==> src/rtl/signed_or_unsigned_mac_pkg.sv <==
// Shared types and helpers for the streaming signed/unsigned multiply-accumulate stage.
package signed_or_unsigned_mac_pkg;

    typedef enum logic {
        IDLE  = 1'b0,
        ACCUM = 1'b1
    } burst_state_e;

    function automatic int acc_width(input int n, input int guard);
        return 2 * n + guard;
    endfunction

    // Width-generic saturating add on zero-padded operands (w must be below 64).
    function automatic logic [63:0] sat_add(input int w, input logic is_signed,
                                            input logic [63:0] lhs, input logic [63:0] rhs);
        logic [63:0] mask;
        logic [63:0] raw;
        logic [63:0] sum;
        mask = (64'd1 << w) - 64'd1;
        raw  = lhs + rhs;
        sum  = raw & mask;
        if (!is_signed) begin
            if (raw[w]) sum = mask;
        end else if ((lhs[w-1] == rhs[w-1]) && (sum[w-1] != lhs[w-1])) begin
            sum = lhs[w-1] ? (64'd1 << (w - 1)) : (mask >> 1);
        end
        return sum;
    endfunction

endpackage

==> src/rtl/signed_or_unsigned_mac_if.sv <==
// Operand-beat and result handshake bundle for signed_or_unsigned_mac.
import signed_or_unsigned_mac_pkg::*;

interface signed_or_unsigned_mac_if #(
    parameter int N     = 8,
    parameter int GUARD = 8,
    parameter int CNT_W = 16
);
    localparam int ACC_W = acc_width(N, GUARD);

    logic             up_valid;
    logic             up_ready;
    logic [N-1:0]     a;
    logic [N-1:0]     b;
    logic             signed_mul;
    logic             last;
    logic             down_valid;
    logic             down_ready;
    logic [ACC_W-1:0] down_acc;
    logic             down_signed;
    logic [CNT_W-1:0] down_count;
    logic             down_ovf;

    modport slave (
        input  up_valid, a, b, signed_mul, last, down_ready,
        output up_ready, down_valid, down_acc, down_signed, down_count, down_ovf
    );

    modport master (
        output up_valid, a, b, signed_mul, last, down_ready,
        input  up_ready, down_valid, down_acc, down_signed, down_count, down_ovf
    );
endinterface

==> src/rtl/signed_or_unsigned_mac_mul.sv <==
// S1->S2 stage: extends operands per burst mode and registers the 2N-bit product.
import signed_or_unsigned_mac_pkg::*;

module mac_mul_stage #(
    parameter int N = 8
) (
    input  logic           clk,
    input  logic           rst_n,
    input  logic           en_i,
    input  logic           valid_i,
    input  logic [N-1:0]   a_i,
    input  logic [N-1:0]   b_i,
    input  logic           mode_i,
    input  logic           first_i,
    input  logic           last_i,
    output logic           valid_o,
    output logic [2*N-1:0] prod_o,
    output logic           mode_o,
    output logic           first_o,
    output logic           last_o
);
    logic [2*N-1:0] a_ext;
    logic [2*N-1:0] b_ext;
    logic [2*N-1:0] prod_d;
    logic [2*N-1:0] prod_q;
    logic           valid_q;
    logic           mode_q;
    logic           first_q;
    logic           last_q;

    // Low 2N bits of the extended product are exact for both signed and unsigned operands.
    always_comb begin
        a_ext  = mode_i ? {{N{a_i[N-1]}}, a_i} : {{N{1'b0}}, a_i};
        b_ext  = mode_i ? {{N{b_i[N-1]}}, b_i} : {{N{1'b0}}, b_i};
        prod_d = a_ext * b_ext;
    end

    always_ff @(posedge clk or negedge rst_n) begin
        if (!rst_n) begin
            valid_q <= 1'b0;
            prod_q  <= '0;
            mode_q  <= 1'b0;
            first_q <= 1'b0;
            last_q  <= 1'b0;
        end else if (en_i) begin
            valid_q <= valid_i;
            prod_q  <= prod_d;
            mode_q  <= mode_i;
            first_q <= first_i;
            last_q  <= last_i;
        end
    end

    assign valid_o = valid_q;
    assign prod_o  = prod_q;
    assign mode_o  = mode_q;
    assign first_o = first_q;
    assign last_o  = last_q;
endmodule

==> src/rtl/signed_or_unsigned_mac.sv <==
// Streaming MAC: bursts of operand pairs in, one accumulated result per burst out.
// Build option SIGNED_OR_UNSIGNED_MAC_SAT_EN: saturating accumulate instead of modulo wrap.
//
// state | meaning
// IDLE  | next accepted beat starts a burst and latches its signedness
// ACCUM | inside a burst; beats reuse the latched signedness
import signed_or_unsigned_mac_pkg::*;

module signed_or_unsigned_mac #(
    parameter int N     = 8,
    parameter int GUARD = 8,
    parameter int CNT_W = 16
) (
    input  logic                    clk,
    input  logic                    rst_n,
    signed_or_unsigned_mac_if.slave mac_io
);
    localparam int ACC_W = acc_width(N, GUARD);
    localparam int P_W   = 2 * N;

    burst_state_e     state_q, state_d;
    logic             mode_lat_q, mode_lat_d;
    logic             en;
    logic             accept;
    logic             beat_first;
    logic             beat_mode;

    logic             s1_valid_q;
    logic [N-1:0]     s1_a_q;
    logic [N-1:0]     s1_b_q;
    logic             s1_mode_q;
    logic             s1_first_q;
    logic             s1_last_q;

    logic             s2_valid;
    logic [P_W-1:0]   s2_prod;
    logic             s2_mode;
    logic             s2_first;
    logic             s2_last;

    logic [ACC_W-1:0] acc_q;
    logic             ovf_q;
    logic [CNT_W-1:0] count_q;
    logic [ACC_W-1:0] base;
    logic [ACC_W-1:0] ext;
    logic [ACC_W:0]   sum_full;
    logic             ovf_now;
    logic [ACC_W-1:0] acc_next;
    logic             ovf_next;
    logic [CNT_W-1:0] count_next;

    logic             res_valid_q;
    logic [ACC_W-1:0] res_acc_q;
    logic             res_signed_q;
    logic [CNT_W-1:0] res_count_q;
    logic             res_ovf_q;

    // A single enable freezes the whole pipe while a result waits for its consumer.
    assign en     = !res_valid_q || mac_io.down_ready;
    assign accept = mac_io.up_valid && en;

    always_comb begin
        state_d    = state_q;
        mode_lat_d = mode_lat_q;
        beat_first = (state_q == IDLE);
        beat_mode  = (state_q == IDLE) ? mac_io.signed_mul : mode_lat_q;
        if (accept) begin
            case (state_q)
                IDLE: begin
                    mode_lat_d = mac_io.signed_mul;
                    if (!mac_io.last) state_d = ACCUM;
                end
                ACCUM: begin
                    if (mac_io.last) state_d = IDLE;
                end
                default: state_d = IDLE;
            endcase
        end
    end

    always_ff @(posedge clk or negedge rst_n) begin
        if (!rst_n) begin
            state_q    <= IDLE;
            mode_lat_q <= 1'b0;
        end else begin
            state_q    <= state_d;
            mode_lat_q <= mode_lat_d;
        end
    end

    always_ff @(posedge clk or negedge rst_n) begin
        if (!rst_n) begin
            s1_valid_q <= 1'b0;
            s1_a_q     <= '0;
            s1_b_q     <= '0;
            s1_mode_q  <= 1'b0;
            s1_first_q <= 1'b0;
            s1_last_q  <= 1'b0;
        end else if (en) begin
            s1_valid_q <= accept;
            s1_a_q     <= mac_io.a;
            s1_b_q     <= mac_io.b;
            s1_mode_q  <= beat_mode;
            s1_first_q <= beat_first;
            s1_last_q  <= mac_io.last;
        end
    end

    mac_mul_stage #(.N(N)) u_mul (
        .clk     (clk),
        .rst_n   (rst_n),
        .en_i    (en),
        .valid_i (s1_valid_q),
        .a_i     (s1_a_q),
        .b_i     (s1_b_q),
        .mode_i  (s1_mode_q),
        .first_i (s1_first_q),
        .last_i  (s1_last_q),
        .valid_o (s2_valid),
        .prod_o  (s2_prod),
        .mode_o  (s2_mode),
        .first_o (s2_first),
        .last_o  (s2_last)
    );

    always_comb begin
        base     = s2_first ? '0 : acc_q;
        ext      = s2_mode ? {{GUARD{s2_prod[P_W-1]}}, s2_prod} : {{GUARD{1'b0}}, s2_prod};
        sum_full = {1'b0, base} + {1'b0, ext};
        ovf_now  = s2_mode ? ((base[ACC_W-1] == ext[ACC_W-1]) && (sum_full[ACC_W-1] != base[ACC_W-1]))
                           : sum_full[ACC_W];
        ovf_next   = (s2_first ? 1'b0 : ovf_q) | ovf_now;
        count_next = s2_first ? CNT_W'(1) : ((count_q == '1) ? count_q : count_q + CNT_W'(1));
    end

`ifdef SIGNED_OR_UNSIGNED_MAC_SAT_EN
    logic [63:0] sat_res;
    assign sat_res  = sat_add(ACC_W, s2_mode, 64'(base), 64'(ext));
    assign acc_next = sat_res[ACC_W-1:0];
`else
    assign acc_next = sum_full[ACC_W-1:0];
`endif

    always_ff @(posedge clk or negedge rst_n) begin
        if (!rst_n) begin
            acc_q   <= '0;
            ovf_q   <= 1'b0;
            count_q <= '0;
        end else if (en && s2_valid) begin
            acc_q   <= acc_next;
            ovf_q   <= ovf_next;
            count_q <= count_next;
        end
    end

    // The result may reload on the very edge its predecessor is taken.
    always_ff @(posedge clk or negedge rst_n) begin
        if (!rst_n) begin
            res_valid_q  <= 1'b0;
            res_acc_q    <= '0;
            res_signed_q <= 1'b0;
            res_count_q  <= '0;
            res_ovf_q    <= 1'b0;
        end else if (en) begin
            if (s2_valid && s2_last) begin
                res_valid_q  <= 1'b1;
                res_acc_q    <= acc_next;
                res_signed_q <= s2_mode;
                res_count_q  <= count_next;
                res_ovf_q    <= ovf_next;
            end else begin
                res_valid_q  <= 1'b0;
            end
        end
    end

    assign mac_io.up_ready    = en;
    assign mac_io.down_valid  = res_valid_q;
    assign mac_io.down_acc    = res_acc_q;
    assign mac_io.down_signed = res_signed_q;
    assign mac_io.down_count  = res_count_q;
    assign mac_io.down_ovf    = res_ovf_q;
endmodule

==> src/flat_wrapper.sv <==
// flat-port wrapper written by rule: the top's interface ports become plain ports
module signed_or_unsigned_mac_flat 
#(
    parameter int N     = 8,
    parameter int GUARD = 8,
    parameter int CNT_W = 16
)
  (clk, rst_n, mac_io_up_valid, mac_io_a, mac_io_b, mac_io_signed_mul, mac_io_last, mac_io_down_ready, mac_io_up_ready, mac_io_down_valid, mac_io_down_acc, mac_io_down_signed, mac_io_down_count, mac_io_down_ovf);
  signed_or_unsigned_mac_if #(.N(N), .GUARD(GUARD), .CNT_W(CNT_W)) mac_io_i ();
  input  logic clk;
  input  logic rst_n;
  input wire logic [$bits(mac_io_i.up_valid)-1:0] mac_io_up_valid;
  input wire logic [$bits(mac_io_i.a)-1:0] mac_io_a;
  input wire logic [$bits(mac_io_i.b)-1:0] mac_io_b;
  input wire logic [$bits(mac_io_i.signed_mul)-1:0] mac_io_signed_mul;
  input wire logic [$bits(mac_io_i.last)-1:0] mac_io_last;
  input wire logic [$bits(mac_io_i.down_ready)-1:0] mac_io_down_ready;
  output wire logic [$bits(mac_io_i.up_ready)-1:0] mac_io_up_ready;
  output wire logic [$bits(mac_io_i.down_valid)-1:0] mac_io_down_valid;
  output wire logic [$bits(mac_io_i.down_acc)-1:0] mac_io_down_acc;
  output wire logic [$bits(mac_io_i.down_signed)-1:0] mac_io_down_signed;
  output wire logic [$bits(mac_io_i.down_count)-1:0] mac_io_down_count;
  output wire logic [$bits(mac_io_i.down_ovf)-1:0] mac_io_down_ovf;
  assign mac_io_i.up_valid = mac_io_up_valid;
  assign mac_io_i.a = mac_io_a;
  assign mac_io_i.b = mac_io_b;
  assign mac_io_i.signed_mul = mac_io_signed_mul;
  assign mac_io_i.last = mac_io_last;
  assign mac_io_i.down_ready = mac_io_down_ready;
  assign mac_io_up_ready = mac_io_i.up_ready;
  assign mac_io_down_valid = mac_io_i.down_valid;
  assign mac_io_down_acc = mac_io_i.down_acc;
  assign mac_io_down_signed = mac_io_i.down_signed;
  assign mac_io_down_count = mac_io_i.down_count;
  assign mac_io_down_ovf = mac_io_i.down_ovf;
  signed_or_unsigned_mac #(.N(N), .GUARD(GUARD), .CNT_W(CNT_W)) u_core (.clk(clk), .rst_n(rst_n), .mac_io(mac_io_i));
endmodule
==> config.mk <==
export PLATFORM = sky130hd
export DESIGN_NAME = signed_or_unsigned_mac_flat
export DESIGN_NICKNAME = d
export VERILOG_FILES = /design/src/rtl/signed_or_unsigned_mac_pkg.sv /design/src/rtl/signed_or_unsigned_mac_if.sv /design/src/rtl/signed_or_unsigned_mac_mul.sv /design/src/rtl/signed_or_unsigned_mac.sv /design/src/flat_wrapper.sv
export SDC_FILE = /design/constraint.sdc
export NUM_CORES = 1
export LEC_CHECK = 0
export ABC_AREA = 1
export BUFFER_PORTS_ARGS = -buffer_cell sky130_fd_sc_hd__buf_2
export CAP_MARGIN = 10
export CORE_MARGIN = 3
export CORE_UTILIZATION = 25
export DETAILED_ROUTE_END_ITERATION = 12
export PLACE_DENSITY_LB_ADDON = 0.1
export SYNTH_ARGS = -nofsm -noshare
export SYNTH_HDL_FRONTEND = slang
export SYNTH_HIERARCHICAL = 1
export SYNTH_SLANG_ARGS = --single-unit
==> constraint.sdc <==
create_clock -name clk -period 5.69 [get_ports clk]
set_input_delay 0.2845 -clock clk [delete_from_list [all_inputs] [get_ports clk]]
set_output_delay 0.2845 -clock clk [all_outputs]
set_load 0.05 [all_outputs]
==> results of run 1 <==
==> Yosys cell counts (all sizes together), types with 2 or more instances <==
| library cell | n |
|---|---|
| nand4 | 19 |
| xnor2 | 5 |
| ha | 79 |
| o21bai | 10 |
| buf | 21 |
| clkbuf | 25 |
| a31oi | 5 |
| nor3 | 10 |
| dfrtp | 126 |
| a21oi | 38 |
| nand2 | 479 |
| o31ai | 5 |
| fa | 70 |
| inv | 304 |
| and2 | 2 |
| or2 | 7 |
| nand3b | 8 |
| nor2 | 79 |
| xor2 | 17 |
| nand3 | 79 |
| o21ai | 88 |
==> sequential cells by signal, indices dropped and copies added (netlist names), 8 cells and up <==
register                  cells
u_core/acc_q                 24
u_core/count_q               16
u_core/mac_io.down_acc       24
u_core/mac_io.down_count     16
u_core/s1_a_q                 8
u_core/s1_b_q                 8
u_core/u_mul/prod_o          16
==> cells by family after synthesis <==
| logic type | Yosys count | synth area share, % |
|---|---|---|
| compound gates | 148 | 7.413 |
| xor+xnor | 22 | 1.781 |
| fa+ha+maj | 149 | 22.09 |
| buf+inv | 350 | 12.42 |
| flops | 126 | 29.14 |
| simple gates | 685 | 27.15 |
==> layout make-up <==
class | count | area, um^2 | share of cell area, %
clock inverter | 12 | 210.2 | 1.682
clock buffer | 19 | 442.9 | 3.545
sequential | 126 | 3154 | 25.25
timing repair buffer | 87 | 499.2 | 3.996
tap | 577 | 721.9 | 5.778
multi-input combinational | 1004 | 6325 | 50.62
inverter | 304 | 1141 | 9.133
==> layer usage <==
metal	global-route usage, %	routed length [um]	vias up
met1	17.94	14330	4191
met4	3.461	353	0
met3	2.239	688	20
met5	0	0	-
met2	24.02	15130	96
li1	-	-	4641
==> per-stage QoR <==
stage / hold slack (ps) / util [%] / cells / cell area, um^2
after floorplan: -11.09 / - / 1480 / 10820
after global placement: 427.1 / 27.95 / 2097 / 11830
after detailed placement: 428.3 / 27.95 / 2097 / 11830
after CTS: 0.4956 / 29.51 / 2129 / 12490
after global routing: 13.47 / 29.52 / 2129 / 12490
final: 32.73 / 29.52 / 2129 / 12490
==> what timing repair did <==
item | in CTS | in global routing
gates resized for setup | 0 | 2
endpoints found under the hold margin | 83 | 0
hold buffers | 1 | 0
setup endpoints to repair | 0 | 1
==> critical path, delay by kind of cell, from the launching register on <==
family                   cells  cell delay (ps)
AND/OR/NAND/NOR             16             1670
buffers and inverters        6              400
adder cells (fa/ha/maj)      7             2810
flip-flops                   1              360
==> worst min path at each step <==
stage | end | start | depth (start not counted)
CTS | u_core/s1_a_q[3] | mac_io_a[3] | 3
floorplan | u_core/acc_q[0] | rst_n | 0
global route | u_core/s1_a_q[0] | mac_io_a[0] | 3
detailed placement | u_core/mac_io.down_count[12] | rst_n | 1
finish | u_core/s1_a_q[3] | mac_io_a[3] | 3
global placement | u_core/mac_io.down_count[12] | rst_n | 1
==> results.json, run 1 <==
{
  "end_kind": "register",
  "r2r_slack_ps": 370,
  "cp_max_fo": 6,
  "htreeDepth": 4,
  "crit_top_cell": "nand2_1",
  "min-delay-path-class": "in2reg",
  "r2r_cells": 29,
  "post-route-period-util_pct": 93.57,
  "fmax_ghz": 0.1878,
  "grt_pass1_wl_um": 50320,
  "cp.arrival_ps": 5660,
  "cp_slowest_stage_delay_ps": 530,
  "crit_start": "u_core/s1_mode_q",
  "rsz0062_at_grt": "false",
  "crit_required_ps": 6020,
  "antenna_found_initial": 0,
  "yosys_warnings": 6,
  "post-cts-setup-buffer-count": 0,
  "cts_tree": "yes",
  "clkSinkCount": 126,
  "syn2layout_area_growth_pct": 15.49,
  "r2r-start": "u_core/s1_mode_q",
  "dp_hpwl_um": 24100,
  "final_cell_mix": "461 x nand2_1, 295 x inv_1, 125 x dfrtp_1",
  "place_ws_ps": 297.0,
  "ant_nets": 0,
  "cts.path.max_buffers": 2,
  "startpoint_type": "register",
  "path_class": "reg2reg",
  "setup_slack_ps": 365.8,
  "post-route-drc-count": 0,
  "nets": 1711,
  "ys_top_cells_by_area": "dfrtp_1 29%, nand2_1 16%, fa_1 13%",
  "setup_viol": 0,
  "diodes": 0,
  "avgSynthCellArea_um2": 7.310,
  "port_buffers": 65,
  "grt_pass1_vias": 9179,
  "slew-limit-headroom_pct": 42.77,
  "fill_cells": 4659,
  "clk_latency_ps": 440,
  "status": "completed",
  "drtIter0Drc": 401,
  "critPathSlowestCell": "fa_1",
  "synth-edff-count": 0,
  "drive_above_1_share_pct": 10.63,
  "yosysUniqueCellTypes": 37,
  "final.setup.tns_ps": 0,
  "grtUsageTotal_pct": 13.82,
  "dr.pass1.iters": 5,
  "io_pins": 66,
  "tightest_slew_ps": 858.4,
  "synthCells": 1480,
  "yosysTopAreaCell": "dfrtp_1",
  "layout_commonest_cell": "nand2_1",
  "synthFlopType": "dfrtp_1",
  "cts_root_buf": "clkbuf_16",
  "vias": 8948,
  "ys_seq_elements": 126,
  "clk_pin_slew_worst_paths_ps": 60,
  "maxCapViolCount": 0,
  "viasPerCell": 4.203,
  "synth-seq-area-share_pct": 29.14,
  "finClkSkew_ps": 9.146,
  "layout_min_cycle_time_ps": 5324,
  "die_area_um2": 45810,
  "r2r-end": "u_core/u_mul/prod_o[15]",
  "postRouteWirelength_um": 30500,
  "synthArstFlopShare_pct": 100.0,
  "die_w_um": 214.0,
  "netlist.area_leader.share_pct": 29.14,
  "start_util_pct": 25.56,
  "place.gp.congestion": 0.8408,
  "core_area_um2": 42320,
  "finalHoldViolations": 0,
  "syn_nets": 1651,
  "grt_max_degree": 85,
  "numCtsBuffers": 17,
  "die_h_um": 214.0,
  "route.detailed.wl_per_inst_um": 14.32,
  "drv_slew": 0,
  "netlist_area_um2": 10820,
  "critPathCapture": "u_core/u_mul/prod_o[15]",
  "overflow": 0,
  "rows": 75
}
Power of run 1 is not shown: default switching activity piles up to over one toggle a cycle in this logic, so the estimate is an artifact.
==> run 2: changes to the inputs <==
--- a/config.mk
+++ b/config.mk
@@ -13,4 +13,5 @@
 export DETAILED_ROUTE_END_ITERATION = 12
 export PLACE_DENSITY_LB_ADDON = 0.1
+export SETUP_SLACK_MARGIN = 0.2
 export SYNTH_ARGS = -nofsm -noshare
 export SYNTH_HDL_FRONTEND = slang
==> constraint.sdc (replaced) <==
create_clock -name clk -period 5.69 [get_ports clk]
set_input_delay 0 -clock clk [delete_from_list [all_inputs] [get_ports clk]]
set_output_delay 0 -clock clk [all_outputs]
set_load 0.05 [all_outputs]
==> run 2 against run 1 <==
Final cell count is 1.3% higher; maximum frequency is 1.9% higher; utilization is 0.62 points higher; critical path depth is 2 lower; critical endpoint unchanged; setup slack better by 99 ps; highest routed layer unchanged; sequential share of layout area is 0.48 points lower; clock skew hardly changed; cell area is 2.1% higher; critical path type unchanged; non-clock buffer count is 26 higher; via count is 0.93% higher; wire length is 0.24% lower; clock-buffer cell count is 1 higher.
==> results.json, run 2 (synthesis results as in run 1) <==
{
  "grtUsageTotal_pct": 13.68,
  "finClkSkew_ps": 8.673,
  "grt_pass1_wl_um": 49900,
  "wl_met1_um": 14470,
  "post-route-drc-count": 0,
  "dpl.cell_count": 2097,
  "cp.arrival_ps": 5560,
  "cts_root_buf": "clkbuf_16",
  "clk_pin_slew_worst_paths_ps": 60,
  "finalHoldViolations": 0,
  "critical_path.top_delay_family": "adder cells",
  "viasPerCell": 4.189,
  "grt_pass1_vias": 9112,
  "start_util_pct": 25.56,
  "clkSinkCount": 126,
  "status": "completed",
  "cts_tree": "yes",
  "die_area_um2": 45810,
  "rsz0062_at_grt": "false",
  "syn2layout_area_growth_pct": 17.93,
  "die_w_um": 214.0,
  "htreeDepth": 4,
  "place.gp.congestion": 0.8391,
  "tightest_slew_ps": 844.5,
  "diodes": 0,
  "critPathBufInv": 8,
  "route.detailed.wl_per_inst_um": 14.11,
  "fill_cells": 4710,
  "fmax_ghz": 0.1914,
  "dp_hpwl_um": 24130,
  "setup_viol": 0,
  "routed-wl-met2_um": 14990,
  "numCtsBuffers": 17,
  "ant_nets": 0,
  "crit_required_ps": 6020,
  "layout_min_cycle_time_ps": 5225,
  "startpoint_type": "register",
  "clk_latency_ps": 440,
  "antenna_found_initial": 0,
  "vias": 9031,
  "critPathSlowestCell": "fa_1",
  "cp_slowest_stage_delay_ps": 520,
  "layout_commonest_cell": "nand2_1",
  "core_area_um2": 42320,
  "maxCapViolCount": 0,
  "drv_slew": 0,
  "drive_above_1_share_pct": 11.78,
  "port_buffers": 65,
  "cts.path.max_buffers": 2,
  "postRouteWirelength_um": 30420,
  "fin_cells": 2156,
  "grt_max_degree": 72,
  "drtIter0Drc": 431,
  "top_layer": "met4",
  "slew-limit-headroom_pct": 43.64,
  "regArea_um2": 3159,
  "final.setup.tns_ps": 0,
  "nets": 1737,
  "overflow": 0,
  "final_cell_mix": "459 x nand2_1, 293 x inv_1, 121 x dfrtp_1",
  "wl_met3_um": 595,
  "min-delay-path-class": "in2reg",
  "io_pins": 66,
  "die_h_um": 214.0,
  "multi_input_area_um2": 6395,
  "cp_max_fo": 9,
  "rows": 75,
  "post-route-period-util_pct": 91.83,
  "end_kind": "register",
  "path_class": "reg2reg",
  "dr.pass1.iters": 7
}
## run 2: cell type report
| type | instances | share of cell area [%] |
|---|---|---|
| clock buffers | 20 | 3.423 |
| well taps | 577 | 5.659 |
| inverters | 304 | 8.944 |
| clock inverters | 12 | 1.255 |
| flip-flops and latches | 126 | 24.76 |
| repair buffers | 113 | 5.835 |
| multi-input cells | 1004 | 50.12 |
## run 2: metal layers
layer	GRT usage [%]	vias up
li1	-	4693
met1	17.88	4232
met2	23.62	89
met3	2.168	17
met4	3.550	0
met5	0	-
## run 2: worst register-to-register path: cells and delay by family (launching register included)
family / cells / cell delay [ps]
buf+inv: 8 / 550
fa+ha+maj: 7 / 3310
flops: 1 / 400
simple gates: 12 / 830
## run 2: what timing repair did
action,CTS,global route
setup buffers,0,6
endpoints found under the hold margin,91,0
hold buffers,21,0
resized for setup,0,20
endpoints found under the setup margin,0,5
## run 2: through the flow
step	hold WS, ps	utilization, %	instance area, um^2	setup WS (ps)
floorplan	-295.6	-	10820	407.9
detailed placement	69.70	27.95	11830	309.9
CTS	25.55	29.85	12630	284.1
finish	46.78	30.15	12760	465.0
global placement	70.97	27.95	11830	349.9
global route	64.87	30.15	12760	200.6
## run 2: path summary, 6_finish.rpt
check	from	to	slack, ps	cells after the start
worst min-delay path	mac_io_down_ready	u_core/s1_last_q	50	5
max in group asynchronous	rst_n	u_core/s1_a_q[2]	4270	3
worst max-delay path	u_core/s1_a_q[7]	u_core/u_mul/prod_o[15]	460	27
worst min register to register	u_core/mac_io.down_ovf	u_core/mac_io.down_ovf	470	2
min in group asynchronous	rst_n	u_core/mac_io.down_count[13]	130	2
worst max register to register	u_core/s1_a_q[7]	u_core/u_mul/prod_o[15]	460	27
Power of run 2 is left out for the same reason.
